[config.mk]
export PLATFORM = sky130hd
export DESIGN_NAME = snd_mailbox
export DESIGN_NICKNAME = d
export VERILOG_FILES = /design/src/rtl/snd_mailbox.sv
export SDC_FILE = /design/constraint.sdc
export NUM_CORES = 1
export LEC_CHECK = 0
export BUFFER_PORTS_ARGS = -buffer_cell sky130_fd_sc_hd__clkbuf_2
export CORE_ASPECT_RATIO = 1.25
export CORE_MARGIN = 5
export CORE_UTILIZATION = 54
export DETAILED_ROUTE_END_ITERATION = 10
export HOLD_SLACK_MARGIN = 0.12
export PLACE_DENSITY = 0.79
export SLEW_MARGIN = 20
export SYNTH_ARGS = -nofsm -noshare
export SYNTH_HDL_FRONTEND = slang
export SYNTH_SLANG_ARGS = --single-unit
[constraint.sdc]
create_clock -name clk_sys -period 2.4 [get_ports clk_sys]
set_input_delay 0.24 -clock clk_sys [delete_from_list [all_inputs] [get_ports clk_sys]]
set_output_delay 0.24 -clock clk_sys [all_outputs]
set_load 0.03 [all_outputs]
[src/rtl/snd_mailbox.sv]
// Main-CPU -> sound-CPU command mailbox: per-channel FIFOs, NMI request, full/overflow status.
// Optional reply path enabled by defining SND_MAILBOX_REPLY_EN.
module snd_mailbox #(
    parameter int unsigned DW       = 8,
    parameter int unsigned CHANNELS = 2,
    parameter int unsigned DEPTH    = 4,
    parameter int unsigned NMI_MODE = 0,
    localparam int unsigned CH_W    = (CHANNELS > 1) ? $clog2(CHANNELS) : 1
) (
    input  logic                  clk_sys,
    input  logic                  reset,
    input  logic                  m_cen,
    input  logic                  m_wr,
    input  logic                  m_rd,
    input  logic [CH_W-1:0]       m_ch,
    input  logic [DW-1:0]         m_din,
    output logic [2*CHANNELS-1:0] m_status,
    input  logic                  m_ovf_clr,
    input  logic                  s_cen,
    input  logic                  s_rd,
    input  logic [CH_W-1:0]       s_ch,
    output logic [DW-1:0]         s_dout,
    output logic [CHANNELS-1:0]   s_empty,
    input  logic                  s_ack,
`ifdef SND_MAILBOX_REPLY_EN
    input  logic                  s_wr,
    input  logic [DW-1:0]         s_din,
    output logic [DW-1:0]         m_reply,
    output logic                  m_reply_valid,
`endif
    output logic                  s_nmi
);

    localparam int unsigned PW = (DEPTH > 1) ? $clog2(DEPTH) : 1;
    localparam int unsigned CW = $clog2(DEPTH) + 1;
    localparam logic [CW-1:0] FULL_CNT = CW'(DEPTH);
    localparam logic [PW-1:0] LAST_PTR = PW'(DEPTH - 1);

    logic [DW-1:0]         mem_q    [CHANNELS][DEPTH];
    logic [DW-1:0]         mem_d    [CHANNELS][DEPTH];
    logic [PW-1:0]         wr_ptr_q [CHANNELS];
    logic [PW-1:0]         wr_ptr_d [CHANNELS];
    logic [PW-1:0]         rd_ptr_q [CHANNELS];
    logic [PW-1:0]         rd_ptr_d [CHANNELS];
    logic [CW-1:0]         count_q  [CHANNELS];
    logic [CW-1:0]         count_d  [CHANNELS];
    logic [DW-1:0]         last_q   [CHANNELS];
    logic [DW-1:0]         last_d   [CHANNELS];
    logic [CHANNELS-1:0]   ovf_q, ovf_d, full_d;
    logic [2*CHANNELS-1:0] status_q, status_d;
    logic                  nmi_q, nmi_d;

    logic                  m_ch_ok, s_ch_ok;
    logic [CHANNELS-1:0]   push_req, pop_req, push_ok, pop_ok;

    assign m_ch_ok = (32'(m_ch) < CHANNELS);
    assign s_ch_ok = (32'(s_ch) < CHANNELS);

    // Pop is resolved first so a full channel popped this cycle can still accept a push.
    always_comb begin
        for (int c = 0; c < CHANNELS; c++) begin
            push_req[c] = m_cen && m_wr && m_ch_ok && (m_ch == CH_W'(c));
            pop_req[c]  = s_cen && s_rd && s_ch_ok && (s_ch == CH_W'(c));
            pop_ok[c]   = pop_req[c] && (count_q[c] != '0);
            push_ok[c]  = push_req[c] && ((count_q[c] != FULL_CNT) || pop_ok[c]);
        end
    end

    always_comb begin
        mem_d    = mem_q;
        wr_ptr_d = wr_ptr_q;
        rd_ptr_d = rd_ptr_q;
        count_d  = count_q;
        last_d   = last_q;
        ovf_d    = (m_cen && m_ovf_clr) ? '0 : ovf_q;
        for (int c = 0; c < CHANNELS; c++) begin
            if (pop_ok[c]) begin
                last_d[c]   = mem_q[c][rd_ptr_q[c]];
                rd_ptr_d[c] = (rd_ptr_q[c] == LAST_PTR) ? '0 : rd_ptr_q[c] + PW'(1);
            end
            if (push_ok[c]) begin
                mem_d[c][wr_ptr_q[c]] = m_din;
                wr_ptr_d[c] = (wr_ptr_q[c] == LAST_PTR) ? '0 : wr_ptr_q[c] + PW'(1);
            end
            if (push_req[c] && !push_ok[c]) begin
                ovf_d[c] = 1'b1;
            end
            count_d[c] = count_q[c] + CW'(push_ok[c]) - CW'(pop_ok[c]);
            full_d[c]  = (count_d[c] == FULL_CNT);
        end
        status_d = {ovf_d, full_d};
    end

    always_comb begin
        if (NMI_MODE == 0) begin
            // A push in the same cycle as an acknowledge wins so no command goes unnoticed.
            if (|push_ok) begin
                nmi_d = 1'b1;
            end else if (s_cen && s_ack) begin
                nmi_d = 1'b0;
            end else begin
                nmi_d = nmi_q;
            end
        end else begin
            nmi_d = |(~s_empty);
        end
    end

    always_ff @(posedge clk_sys) begin
        mem_q <= mem_d;
    end

    always_ff @(posedge clk_sys) begin
        if (reset) begin
            for (int c = 0; c < CHANNELS; c++) begin
                wr_ptr_q[c] <= '0;
                rd_ptr_q[c] <= '0;
                count_q[c]  <= '0;
                last_q[c]   <= '0;
            end
            ovf_q    <= '0;
            status_q <= '0;
            nmi_q    <= 1'b0;
        end else begin
            wr_ptr_q <= wr_ptr_d;
            rd_ptr_q <= rd_ptr_d;
            count_q  <= count_d;
            last_q   <= last_d;
            ovf_q    <= ovf_d;
            status_q <= status_d;
            nmi_q    <= nmi_d;
        end
    end

    // Empty channel rereads the last popped word, like the old single latch.
    always_comb begin
        s_dout = '0;
        if (s_ch_ok) begin
            if (count_q[s_ch] == '0) begin
                s_dout = last_q[s_ch];
            end else begin
                s_dout = mem_q[s_ch][rd_ptr_q[s_ch]];
            end
        end
    end

    always_comb begin
        for (int c = 0; c < CHANNELS; c++) begin
            s_empty[c] = (count_q[c] == '0);
        end
    end

    assign m_status = status_q;
    assign s_nmi    = nmi_q;

`ifdef SND_MAILBOX_REPLY_EN
    logic [DW-1:0] reply_q, reply_d;
    logic          reply_valid_q, reply_valid_d;

    always_comb begin
        reply_d       = reply_q;
        reply_valid_d = reply_valid_q;
        if (s_cen && s_wr) begin
            reply_d       = s_din;
            reply_valid_d = 1'b1;
        end else if (m_cen && m_rd) begin
            reply_valid_d = 1'b0;
        end
    end

    always_ff @(posedge clk_sys) begin
        if (reset) begin
            reply_q       <= '0;
            reply_valid_q <= 1'b0;
        end else begin
            reply_q       <= reply_d;
            reply_valid_q <= reply_valid_d;
        end
    end

    assign m_reply       = reply_q;
    assign m_reply_valid = reply_valid_q;
`else
    logic unused_m_rd;
    assign unused_m_rd = m_rd;
`endif

endmodule
==> impl_summary.txt <==
----------------------------------------------------
[Outcome]
  Run status ... completed

[Worst setup path]
  Critical setup path kind ... register to primary output
  Crit path max fanout ... 8
  Type of destination of the critical path ... primary output
  Data required time of the critical path ... 2.16 ns
  Critical-path top delay cell ... or3_4
  Data arrival time of the critical path ... 2.12 ns
  Crit-path max cell delay ... between 0.4 and 0.5 ns
  Crit path launch type ... register
  Critical path, cell by cell ... or3_4 > a32o_2 > a221oi_1 > clkbuf_2

[Layout]
  Most frequent cells in the layout ... edfxtp_1, nand2_1, dfxtp_1, o21ai_0, mux2i_1
  Fill cells ... approximately 600
  Most common cell after layout, fill and taps aside ... edfxtp_1
  Post-synthesis to final-layout area growth ... 13.8%
  Post-route design area ... just over 5000 sq um
  Layout cell share with drive strength beyond 1 ... between 20% and 30%
  Diodes inserted ... 0
  Layout net count ... 450
  Final standard cell utilization of the core ... about 62%
  Final std cells w/o fill ... just over 500

[Route]
  Residual antenna-violating net count after detailed routing ... 0
  Detailed Route WL ... 9.11 mm
  Routed len/inst ... 17.6 microns
  Drt via density ... 5.63
  Drt initial violations ... 268
  Total via count in the routed design ... 2913
  Number of DRC violations after detailed routing ... 0
  First drt pass iteration count ... 4

[Yosys]
  Synthesized flop and latch total ... between 90 and 100
  Per-instance average area after synthesis ... ~12 sq um
  Proportion of register bits with asynchronous set or reset after synthesis ... 0%
  Post-Synthesis Net Count ... 407
  Post-synthesis adder-cell area fraction ... 4.86%
  Largest family of logic cells by synthesized area ... simple AND/OR/NAND/NOR gates
  Area share of and/or/nand/nor cells after synthesis ... roughly 13%
  Post-synthesis mux area share ... about a tenth
  Post-synth top area cell ... edfxtp_1
  Sequential element share of the synthesized area ... 59.2%
  Number of standard cells after synthesis ... 372
  Prevailing post-synth register cell ... edfxtp_1
  Largest cells by area after synthesis ... edfxtp_1, dfxtp_1, mux2i_1
  Xor/xnor share of the synthesized area ... less than 1%
  Number of flops mapped to enable cells by yosys ... 64
  Summed instance area of the synthesized netlist ... roughly 4400 sq um
  Compound-gate portion of the synthesized area ... under 10%
  Proportion of netlist area held by the largest area contributor ... 43.4%
  Distinct cell type count of the synthesized netlist ... 40
  Count of warnings emitted by yosys ... 0

[GRT]
  Total congestion overflow ... 0
  Largest net degree at the start of global routing ... 38
  Wire length of the first global-routing pass ... roughly 15 mm
  Initial antenna violation count ... 0
  Total track usage ... a little under a fifth
  Via count of the first global-routing pass ... 2939

[Floorplanning]
  Overall die width ... 91.0 microns
  Number of top-level pins ... 34
  DIE AREA ... 10100 sq um
  Core area ... ~8100 sq um
  Std-Cell Rows ... 37
  Die H ... roughly 110 microns
  Effective utilization at floorplan ... a little over half

[Pwr]
  Internal Pwr Total ... 0.00254 W
  NetSw ... approximately 0.0011 W
  Leakage power of the design ... approximately 1.8 nW
  PD cells ... ~720 nW/um^2
  Clock Power Share ... 27.5%
  Worst vdd ir ... ~0.45 mV
  Part of the power in registers ... between 50% and 60%
  Switch share ... 30.2%
  Part of the power in combinational logic ... around 20%

[Timing]
  Final setup margin ... between 0.04 and 0.05 ns
  Final TNS setup ... 0 ns
  Endpoints failing setup ... 0
  Final Skew ... roughly 0.012 ns
  Actual slew at the worst max-slew pin ... 0.755 ns
  Max-slew violations ... 0
  Max-slew headroom at the worst pin ... 49.6%
  Maximum frequency from static timing analysis ... about 420 MHz
  Final number of hold-violating endpoints ... 0
  RSZ-0062 raised after global routing ... yes
  Post-layout min period ... between 2 and 2.5 ns
  Share of the clock period used by the worst path ... 98.2%

[Clock tree]
  Clock sink total ... 99
  Buffers from clock root to sink, at most ... 2
  Clock root cell ... clkbuf_8
  Clock Latency Late Sink ... between 0.3 and 0.4 ns
  CTS Buf Count ... 9
  Quantity of hold-fixing buffers added after cts ... 0
  Clock tree from TritonCTS ... yes
  H-tree levels ... 3
  Clock edge transition at the registers on the reported setup and hold paths ... ~0.1 ns

[Placement]
  Post-Place Cells ... 499
  HPWL reported at the end of detailed placement ... approximately 6.2 mm
  Number of I/O port buffers ... 32
  Placed Area ... ~4800 sq um
  Pre-CTS WS ... -0.00259 ns
  Placer's final routability congestion estimate ... between 0.8 and 0.9

[Hold path]
  Classification of the worst-slack hold path ... input pin to register

[Run]
  Max-cap violations ... 0

----------------------------------------------------
==> timing repair <==
action / in CTS / in global routing
resized for setup: 6 / 11
buffers inserted: 0 / 2
setup endpoints to repair: 5 / 10
pin swaps: 2 / 3
==> final cells by class <==
class | count | area (sq um) | area share, %
Multi-Input combinational cell | 240 | 1740 | 34.6
Clock buffer | 9 | 124 | 2.46
Tap cell | 97 | 121 | 2.41
Timing Repair Buffer | 50 | 303 | 6.00
Clock inverter | 7 | 60.1 | 1.19
Sequential cell | 99 | 2630 | 52.2
Inverter | 15 | 58.8 | 1.17
==> logic make-up after synthesis <==
group                    after synthesis
multiplexers                          43
adder cells (fa/ha/maj)               16
AO/OA/AOI/OAI                         67
AND/OR/NAND/NOR                      111
flip-flops                            99
buffers and inverters                 33
XOR/XNOR                               3
==> sequential cells by signal, summed over array words and instances, names as in the netlist <==
register,flops
s_nmi,1
ovf_q,2
wr_ptr_q,4
mem_q,64
count_q,6
m_status,2
rd_ptr_q,4
last_q,16
==> worst max-delay path: cells and delay by family (launching register included) <==
kind	cells	cell delay, ns
AOI/OAI and AO/OA	2	0.73
and+or+nand+nor	1	0.43
DFF	1	0.33
buffers and inverters	1	0.27
==> worst paths after layout <==
path                                from                endpoint  slack, ns  cells past startpoint
setup reg to reg   count_q[2]$_SDFF_PP0_  m_status[1]$_SDFF_PP0_       0.09                     10
hold / removal                  m_din[1]     mem_q[17]$_DFFE_PP_       0.15                      1
setup / recovery   count_q[2]$_SDFF_PP0_               s_dout[0]       0.04                      4
hold reg to reg   last_q[3]$_SDFFE_PP0P_  last_q[3]$_SDFFE_PP0P_       0.46                      2
==> power groups by stage <==
stage          logic, W  clock network, W  registers, W
6_report       0.000735           0.00100       0.00190
5_1_grt        0.000797           0.00109       0.00191
4_1_cts        0.000714           0.00102       0.00190
3_5_place_dp   0.000691                 0       0.00194
3_3_place_gp   0.000678                 0       0.00194
2_1_floorplan  0.000463                 0       0.00195
==> metal layers <==
metal  part of all wire, %  up-vias  wire length [microns]  global-route usage, %
met5                     0        -                      0                      0
met4                   1.3        0                    122                   4.79
met3                   6.0       11                    548                   4.55
met2                    51       72                   4680                   32.2
met1                    41     1409                   3760                   23.4
li1                      -     1421                      -                      -
==> per-stage QoR <==
stage / hold slack [ns] / total power, W
3_3_place_gp: 0.441 / 0.00262
6_report: 0.146 / 0.00364
4_1_cts: 0.133 / 0.00363
2_1_floorplan: 0.301 / 0.00242
5_1_grt: 0.140 / 0.00380
3_5_place_dp: 0.446 / 0.00263
==> synth_stat cells (3+ instances only) <==
master,n
edfxtp_1,64
nand2_1,43
dfxtp_1,35
o21ai_0,30
mux2i_1,27
mux2_2,16
nor2_1,16
a21oi_1,14
ha_1,14
inv_1,14
nand3_1,12
nor2b_1,10
and2_1,9
clkbuf_1,9
nand2b_1,9
a221oi_1,8
o22ai_1,8
buf_2,4
buf_4,3
Note: power is estimated with default switching activity, not from simulation.
